<file path="src/rtl/keypad_entry.sv">
// keypad_entry: collects up to three decimal key presses as an M:SS time value
// (mins, sec_tens, sec_ones), then hands that value to a downstream counter
// chain with a one-cycle active-low load strobe and tracks when it is running.
module keypad_entry (
  input  logic       clock,
  input  logic       clearn,
  input  logic [9:0] keypad,
  input  logic       start,
  input  logic       cancel,
  input  logic       timer_done,
  output logic [3:0] sec_ones,
  output logic [3:0] sec_tens,
  output logic [3:0] mins,
  output logic       loadn,
  output logic       running,
  output logic       err
);

  typedef enum logic [1:0] {
    IDLE  = 2'd0,
    ENTRY = 2'd1,
    LOAD  = 2'd2,
    RUN   = 2'd3
  } state_t;

  // True when exactly one key line is asserted.
  function automatic logic is_one_hot(input logic [9:0] lines);
    int n;
    n = 0;
    for (int i = 0; i < 10; i++) begin
      if (lines[i]) n++;
    end
    return (n == 1);
  endfunction

  // Index of the asserted key line as a BCD digit (only meaningful if one-hot).
  function automatic logic [3:0] key_code(input logic [9:0] lines);
    logic [3:0] code;
    code = 4'd0;
    for (int i = 0; i < 10; i++) begin
      if (lines[i]) code = 4'(i);
    end
    return code;
  endfunction

  state_t     state_q, state_d;
  logic [9:0] key_q, key_d;
  logic       armed_q, armed_d;
  logic [3:0] sec_ones_q, sec_ones_d;
  logic [3:0] sec_tens_q, sec_tens_d;
  logic [3:0] mins_q, mins_d;
  logic [1:0] count_q, count_d;
  logic       loadn_q, loadn_d;
  logic       running_q, running_d;
  logic       err_q, err_d;

  logic       key_event;
  logic [3:0] key_val;
  logic       key_reject;
  logic       digits_nonzero;

  // Edge detection on the raw key lines: one event per fresh single-key press.
  // armed_q keeps the very first edge after reset from accepting a key, so the
  // previous-keypad register has sampled real input before it is trusted.
  always_comb begin
    key_d     = keypad;
    armed_d   = 1'b1;
    key_event = armed_q && is_one_hot(keypad) && (key_q == 10'd0);
    key_val   = key_code(keypad);
  end

  // A key is refused when shifting would push a digit above 5 into sec_tens,
  // or when all three digit positions are already filled.
  always_comb begin
    key_reject     = (sec_ones_q > 4'd5) || (count_q == 2'd3);
    digits_nonzero = (sec_ones_q != 4'd0) || (sec_tens_q != 4'd0) ||
                     (mins_q != 4'd0);
  end

  // Next-state, digit shift register, digit count and registered outputs.
  always_comb begin
    state_d    = state_q;
    sec_ones_d = sec_ones_q;
    sec_tens_d = sec_tens_q;
    mins_d     = mins_q;
    count_d    = count_q;
    err_d      = 1'b0;

    if (cancel) begin
      state_d    = IDLE;
      sec_ones_d = 4'd0;
      sec_tens_d = 4'd0;
      mins_d     = 4'd0;
      count_d    = 2'd0;
    end else begin
      unique case (state_q)
        IDLE: begin
          // Digits are all zero here, so the first key can never be refused.
          if (key_event) begin
            state_d    = ENTRY;
            mins_d     = sec_tens_q;
            sec_tens_d = sec_ones_q;
            sec_ones_d = key_val;
            count_d    = count_q + 2'd1;
          end
        end
        ENTRY: begin
          if (start) begin
            // A start in the same cycle as a key drops the key.
            if (digits_nonzero) state_d = LOAD;
          end else if (key_event) begin
            if (key_reject) begin
              err_d = 1'b1;
            end else begin
              mins_d     = sec_tens_q;
              sec_tens_d = sec_ones_q;
              sec_ones_d = key_val;
              count_d    = count_q + 2'd1;
            end
          end
        end
        LOAD: begin
          state_d = RUN;
        end
        RUN: begin
          if (timer_done) begin
            state_d    = IDLE;
            sec_ones_d = 4'd0;
            sec_tens_d = 4'd0;
            mins_d     = 4'd0;
            count_d    = 2'd0;
          end
        end
        default: begin
          state_d = IDLE;
        end
      endcase
    end

    loadn_d   = (state_d != LOAD);
    running_d = (state_d == RUN);
  end

  // State and output registers, all cleared asynchronously by clearn.
  always_ff @(posedge clock or negedge clearn) begin
    if (!clearn) begin
      state_q    <= IDLE;
      key_q      <= 10'd0;
      armed_q    <= 1'b0;
      sec_ones_q <= 4'd0;
      sec_tens_q <= 4'd0;
      mins_q     <= 4'd0;
      count_q    <= 2'd0;
      loadn_q    <= 1'b1;
      running_q  <= 1'b0;
      err_q      <= 1'b0;
    end else begin
      state_q    <= state_d;
      key_q      <= key_d;
      armed_q    <= armed_d;
      sec_ones_q <= sec_ones_d;
      sec_tens_q <= sec_tens_d;
      mins_q     <= mins_d;
      count_q    <= count_d;
      loadn_q    <= loadn_d;
      running_q  <= running_d;
      err_q      <= err_d;
    end
  end

  assign sec_ones = sec_ones_q;
  assign sec_tens = sec_tens_q;
  assign mins     = mins_q;
  assign loadn    = loadn_q;
  assign running  = running_q;
  assign err      = err_q;

endmodule

</file>
<file path="config.mk">
export PLATFORM = sky130hd
export DESIGN_NAME = keypad_entry
export DESIGN_NICKNAME = d
export VERILOG_FILES = /design/src/rtl/keypad_entry.sv
export SDC_FILE = /design/constraint.sdc
export NUM_CORES = 1
export LEC_CHECK = 0
export CAP_MARGIN = 20
export CORE_MARGIN = 3
export CORE_UTILIZATION = 40
export CTS_CLUSTER_DIAMETER = 30
export CTS_CLUSTER_SIZE = 40
export DETAILED_ROUTE_END_ITERATION = 16
export PLACE_DENSITY = 0.67
export SKIP_LAST_GASP = 1
export SYNTH_ARGS = -nofsm -noshare
export SYNTH_HDL_FRONTEND = slang
export SYNTH_SLANG_ARGS = --single-unit
</file>
<file path="constraint.sdc">
create_clock -name clock -period 4.7 [get_ports clock]
set_input_delay 0.94 -clock clock [delete_from_list [all_inputs] [get_ports clock]]
set_output_delay 0.94 -clock clock [all_outputs]
set_load 0.01 [all_outputs]
</file>
**Word level (Yosys, flattened, before mapping)**

Index checks and enable logic that the tools add are counted.

- Add/sub/neg operators: 10
- Multiply operators: 0
- Div/mod/pow operators: 0
- Magnitude comparators: 1
- Equal/unequal tests: 12
- Shifts and indexed selects: 0
- Mux-type cells: 56
- Bitwise operators: 0
- Reduce and logical (&&, ||, !) cells: 12

Operators by type and width:

| kind | number |
|---|---|
| $add A32 B2 Y32 const B | 9 |
| $mux W32 | 9 |
| $mux W4 | 24 |
| $pmux W4 S3 | 3 |
| $eq A32 B2 Y1 const B | 1 |
| $mux W2 | 11 |
| $reduce_bool A4 Y1 | 4 |
| $ne A3 B3 Y1 const B | 5 |
| $logic_not A10 Y1 | 1 |
| $eq A2 B2 Y1 const B | 4 |
| $pmux W2 S4 | 1 |
| $mux W1 | 7 |
| $pmux W2 S3 | 1 |
| $reduce_and A6 Y1 | 1 |
| $gt A4 B3 Y1 const B | 1 |
| $logic_or A1 B1 Y1 | 3 |
| $add A2 B1 Y2 const B | 1 |
| $eq A2 B1 Y1 const B | 1 |
| $logic_and A1 B1 Y1 | 2 |
| $logic_not A2 Y1 | 1 |
| $ne A2 B2 Y1 const B | 1 |

- Register bits: 30
- Latch bits: 0
- RAM bits: 0
- ROM bits: 0
- Input port bits: 15
- Output and inout port bits: 15
- Word-level logic and storage cells: 101
- Memories: 0

**Depth between registers and ports, before layout**

- Word-level depth: 26
- Gate-level depth with buffers: 34
- Gate-level depth less buffers: 33

**Worst setup path after synthesis**

Ideal clock, no wire load.

- Kind: in2reg
- Start: input keypad[1]
- End: register mins_q[1], in the netlist mins[1]
- Setup time: 0.080 ns
- Arrival: 6.374 ns
- Data required time: 4.620 ns
- Slack: -1.753 ns
- Stages on the path: 29
- Cells stage by stage: inv_1 ha_1 xor3_4 ha_1 nand2_1 o21a_1 nand2_1 ha_1 mux2_2 ha_1 nor2b_1 nor2_1 o31a_1 ha_1 nand2_1 o31a_1 a31oi_1 ha_1 mux2_2 ha_1 nand2_1 xor2_1 xnor2_1 xnor2_1 nor2_1 and4b_1 o21ai_1 buf_4 o22ai_2

- Longest elaborated chain between the ends: 22
- Elaborated cells on any way between the ends: 23

RTL lines:

| what | RTL line | text |
|---|---|---|
| start, declared | 7 | `input logic [9:0] keypad,` |
| $mux W32 (*) | 31 | `if (lines[i]) n++;` |
| $add A32 B2 Y32 | 31 |  |
| $mux W32 (*) | 31 |  |
| $add A32 B2 Y32 | 31 |  |
| $mux W32 (*) | 31 |  |
| $add A32 B2 Y32 | 31 |  |
| $mux W32 (*) | 31 |  |
| $add A32 B2 Y32 | 31 |  |
| [... 5 more ...] | - |  |
| $add A32 B2 Y32 | 31 |  |
| $mux W32 (*) | 31 |  |
| $add A32 B2 Y32 | 31 |  |
| $mux W32 (*) | 31 |  |
| $eq A32 B2 Y1 (*) | 33 | `return (n == 1);` |
| $logic_and A1 B1 Y1 (*) (2 in series) | 68 | `key_event = armed_q && is_one_hot(keypad) && (key_q == 10'd0);` |
| $ne A3 B3 Y1 (no line) | - |  |
| $reduce_and A6 Y1 (no line) (*) | - |  |
| end signal, assigned | 163 | `mins_q <= mins_d;` |
| end, declared | 51 | `logic [3:0] mins_q, mins_d;` |

Every way passes the cells marked *; elsewhere a longest branch is shown, timed or not.
A chain may end at the register's enable or synchronous reset.

**Worst setup path in the final report**

- Start: input keypad[1]
- End: register sec_ones_q[2], in the netlist sec_ones[2]

- Longest elaborated chain between the ends: 22
- Elaborated cells on any way between the ends: 23

RTL lines:

| what | RTL line | text |
|---|---|---|
| $mux W32 (*) | 31 |  |
| $add A32 B2 Y32 | 31 |  |
| $mux W32 (*) | 31 |  |
| $add A32 B2 Y32 | 31 |  |
| $mux W32 (*) | 31 |  |
| $add A32 B2 Y32 | 31 |  |
| $mux W32 (*) | 31 |  |
| $add A32 B2 Y32 | 31 |  |
| [... 5 more ...] | - |  |
| $add A32 B2 Y32 | 31 |  |
| $mux W32 (*) | 31 |  |
| $add A32 B2 Y32 | 31 |  |
| $mux W32 (*) | 31 |  |
| $eq A32 B2 Y1 (*) | 33 |  |
| $logic_and A1 B1 Y1 (*) (2 in series) | 68 |  |
| $ne A3 B3 Y1 (no line) | - |  |
| $reduce_and A6 Y1 (no line) (*) | - |  |
| end signal, assigned | 161 | `sec_ones_q <= sec_ones_d;` |
| end, declared | 49 | `logic [3:0] sec_ones_q, sec_ones_d;` |

Marks and branches as above.

==> results_dict.tcl <==
set metrics [dict create \
    hold_path_class "flip-flop to flip-flop" \
    cts_tree "built" \
    rows 26 \
    firstDrtPassIters 4 \
    drv_cap 0 \
    netlist_area_sq_mm 0.00220 \
    fin_ws_ns -1.18 \
    hold_slack_ns 0.524 \
    vias 2007 \
    antenna-diode-count 0 \
    grt_usage_pct 18.8 \
    clock_latency_ns 0.29 \
    crit_buf_inv 3 \
    finalCritPeriodShare_pct 125 \
    synth_edf_count 0 \
    power_leakage_uw 0.00139 \
    cts_sinks 30 \
    root_buffer "clkbuf_8" \
    synthDistinctLibCells 61 \
    syn_nets 252 \
    violations "negative setup slack" \
    synth_top_flop_cell "dfrtp_1" \
    arrival_ns 6.09 \
    critPathSlowestCell "and4b_2" \
    path_max_fanout 3 \
    ys_seq_elements 30 \
    die_area_sq_mm 0.00643 \
    fin_skew_ns 0.00706 \
    critical_path_required_ns 4.91 \
    crit_path_max_incr_delay_ns 0.34 \
    grt_max_degree 31 \
    wire_per_inst_um 14.7 \
    antenna_found_initial 0 \
    fmax_ghz 0.170 \
    drive_above_1_share_pct 36.3 \
    setup-violations-final 16 \
    pin_count 30 \
    numCtsBuffers 5 \
    drtIter0Drc 95 \
    io_buffers 29 \
    syn_avg_cell_area_sq_um 9.70 \
    areaGrowthSynthToFinish_pct 48.2 \
    clkTransAtPathRegs_ns 0.06 \
    cp-end-kind "flip-flop" \
    dp_hpwl_mm 4.05 \
    place_congestion 0.886 \
    routed_wl_mm 5.59 \
    fp.dieH_um 80.2 \
    core_area_sq_mm 0.00520 \
    irDropWorstVdd_mv 0.173 \
    critical_path.top_delay_family "adder cells" \
    grt_pass1_vias 2031 \
    post-route-drc-count 0 \
    async_reset_ff_share_pct 100 \
    placed_cell_area_sq_mm 0.00294 \
    fin_nets 335 \
    seq_area_frac_synth_pct 34.1 \
    critPathKind "primary input to flip-flop" \
    ctsLongestPathBuffers 2 \
    hold_violations 0 \
    cts-hold-fix-buffers 0 \
    fp.dieW_um 80.2 \
    stdcell_area_sq_mm 0.00326 \
    slew_violations 0 \
    slew-limit-headroom_pct 56.7 \
    path_common_cell "ha_4" \
    utilization_pct 62.7 \
    grt_pass1_wl_mm 9.52 \
    ys_warn_count 0 \
    cp-start-kind "primary input" \
    finalPower_uw 1010 \
    worst_slew_pin_slew_ns 0.650 \
    rsz0062_at_grt "true" \
    powerDensity_mw_per_mm2 310 \
    min_period_ns 5.88 \
    ant_nets 0 \
    syn-instance-count 227 \
    start_util_pct 42.3 \
    vias_per_cell 5.27 \
    htree_levels 2 \
    grt_overflow 0 \
    status "finished with violations" \
]
[synth_stat cells, types with 3 or more instances]
master / number / share of area [%]
o21ai_0: 4 / 0.91
nand3_1: 4 / 0.91
and3_1: 4 / 1.1
nand2_1: 30 / 5.1
buf_2: 3 / 0.68
ha_1: 10 / 5.7
nor4_1: 5 / 1.4
o22ai_2: 11 / 6.2
a21oi_1: 4 / 0.91
nand4_1: 3 / 0.85
a211oi_1: 3 / 1.0
nor2_1: 17 / 2.9
dfrtp_1: 29 / 33
xor2_1: 4 / 1.6
inv_1: 19 / 3.2
xnor3_1: 4 / 4.1
nor3_1: 5 / 1.1
o31a_1: 4 / 1.6
o21ai_1: 4 / 0.91
o211ai_1: 4 / 1.4
xnor2_1: 11 / 4.4
[per-stage QoR]
stage	instances	TNS, ns	setup slack, ns
final	381	-18.08	-1.18
after global routing	381	-23.60	-1.53
after CTS	375	-17.59	-1.16
after detailed placement	361	-35.80	-2.33
after global placement	361	-33.32	-2.17
after floorplan	227	-22.55	-1.53
[layer usage]
metal,routed length (um),track usage [%],vias to the layer above
li1,-,-,979
met1,2330,23.0,970
met2,2940,33.4,50
met3,238,3.14,8
met4,79,5.91,0
met5,0,0,-
[power by group]
part	leakage (uW)	total [uW]	switching, uW	internal (uW)
Combinational	0.000952	530	234	296
Clock	0.0000472	217	99.5	117
Sequential	0.000390	264	1.36	263
Total	0.00139	1010	334	676
[cell families (layout without fill, tap and decap cells)]
logic type / count (synthesis) / count (layout) / share of synthesized area [%]
fa+ha+maj: 11 / 11 / 6.14
other cells: 1 / 1 / 0.170
flops: 30 / 30 / 34.1
buf+inv: 28 / 111 / 5.97
xor+xnor: 23 / 23 / 14.0
simple gates: 80 / 80 / 17.8
mux: 2 / 2 / 1.02
compound gates: 52 / 53 / 20.7
[worst paths after layout]
| path | slack (ns) | cells past startpoint | to | startpoint |
|---|---|---|---|---|
| worst max-delay path | -1.18 | 33 | sec_ones[2] | keypad[1] |
| max in group asynchronous | 3.35 | 2 | loadn | clearn |
| worst min register to register | 0.52 | 1 | count_q[0] | count_q[0] |
| min in group asynchronous | 1.03 | 2 | mins[2] | clearn |
| worst min-delay path | 0.52 | 1 | count_q[0] | count_q[0] |
| worst max register to register | 2.68 | 10 | sec_ones[2] | count_q[0] |
[cells in the final DEF (no fill, tap or decap), types with 2 or more instances in the layout]
cell             netlist  routed
ha_4                   0       5
xnor3_1                4       4
nand2_2                0       4
nand4_1                3       3
inv_1                 19      17
o21ai_0                4       2
nor4_1                 5       5
clkdlybuf4s50_1        0      25
clkbuf_8               0       6
inv_8                  0       2
o211ai_1               4       4
xor2_2                 1       2
a21oi_1                4       4
o21ai_1                4       3
and3_1                 4       4
nand2_1               30      26
buf_6                  1       3
ha_1                  10       4
mux2_4                 0       2
buf_4                  1      50
nor2_1                17      16
o21ai_4                0       3
buf_12                 0       2
dfrtp_1               29      29
nor3_1                 5       5
xnor2_1               11      11
xor2_1                 4       3
nand3_1                4       4
a211oi_1               3       3
o22ai_2               11      12
o31a_1                 4       4
[state kept, by name (all words and copies together), names as in the netlist]
register,cells
count_q,2
sec_tens,4
loadn,1
err,1
running,1
sec_ones,4
key_q,10
armed_q,1
mins,4
state_q,2
[cell type report]
cell class / instances / area (sq um)
Fill cell: 454 / 1940
Sequential cell: 30 / 752
Timing Repair Buffer: 84 / 757
Clock inverter: 2 / 12.5
Multi-Input combinational cell: 170 / 1490
Tap cell: 70 / 87.6
Clock buffer: 6 / 82.6
Inverter: 19 / 86.3
[repair_timing]
item,4_1_cts,5_1_grt
cloned,1,1
gates resized for setup,33,8
setup endpoints to repair,16,16
pin swaps,11,13
setup buffers,5,5
(Power assumes the default switching activity.)
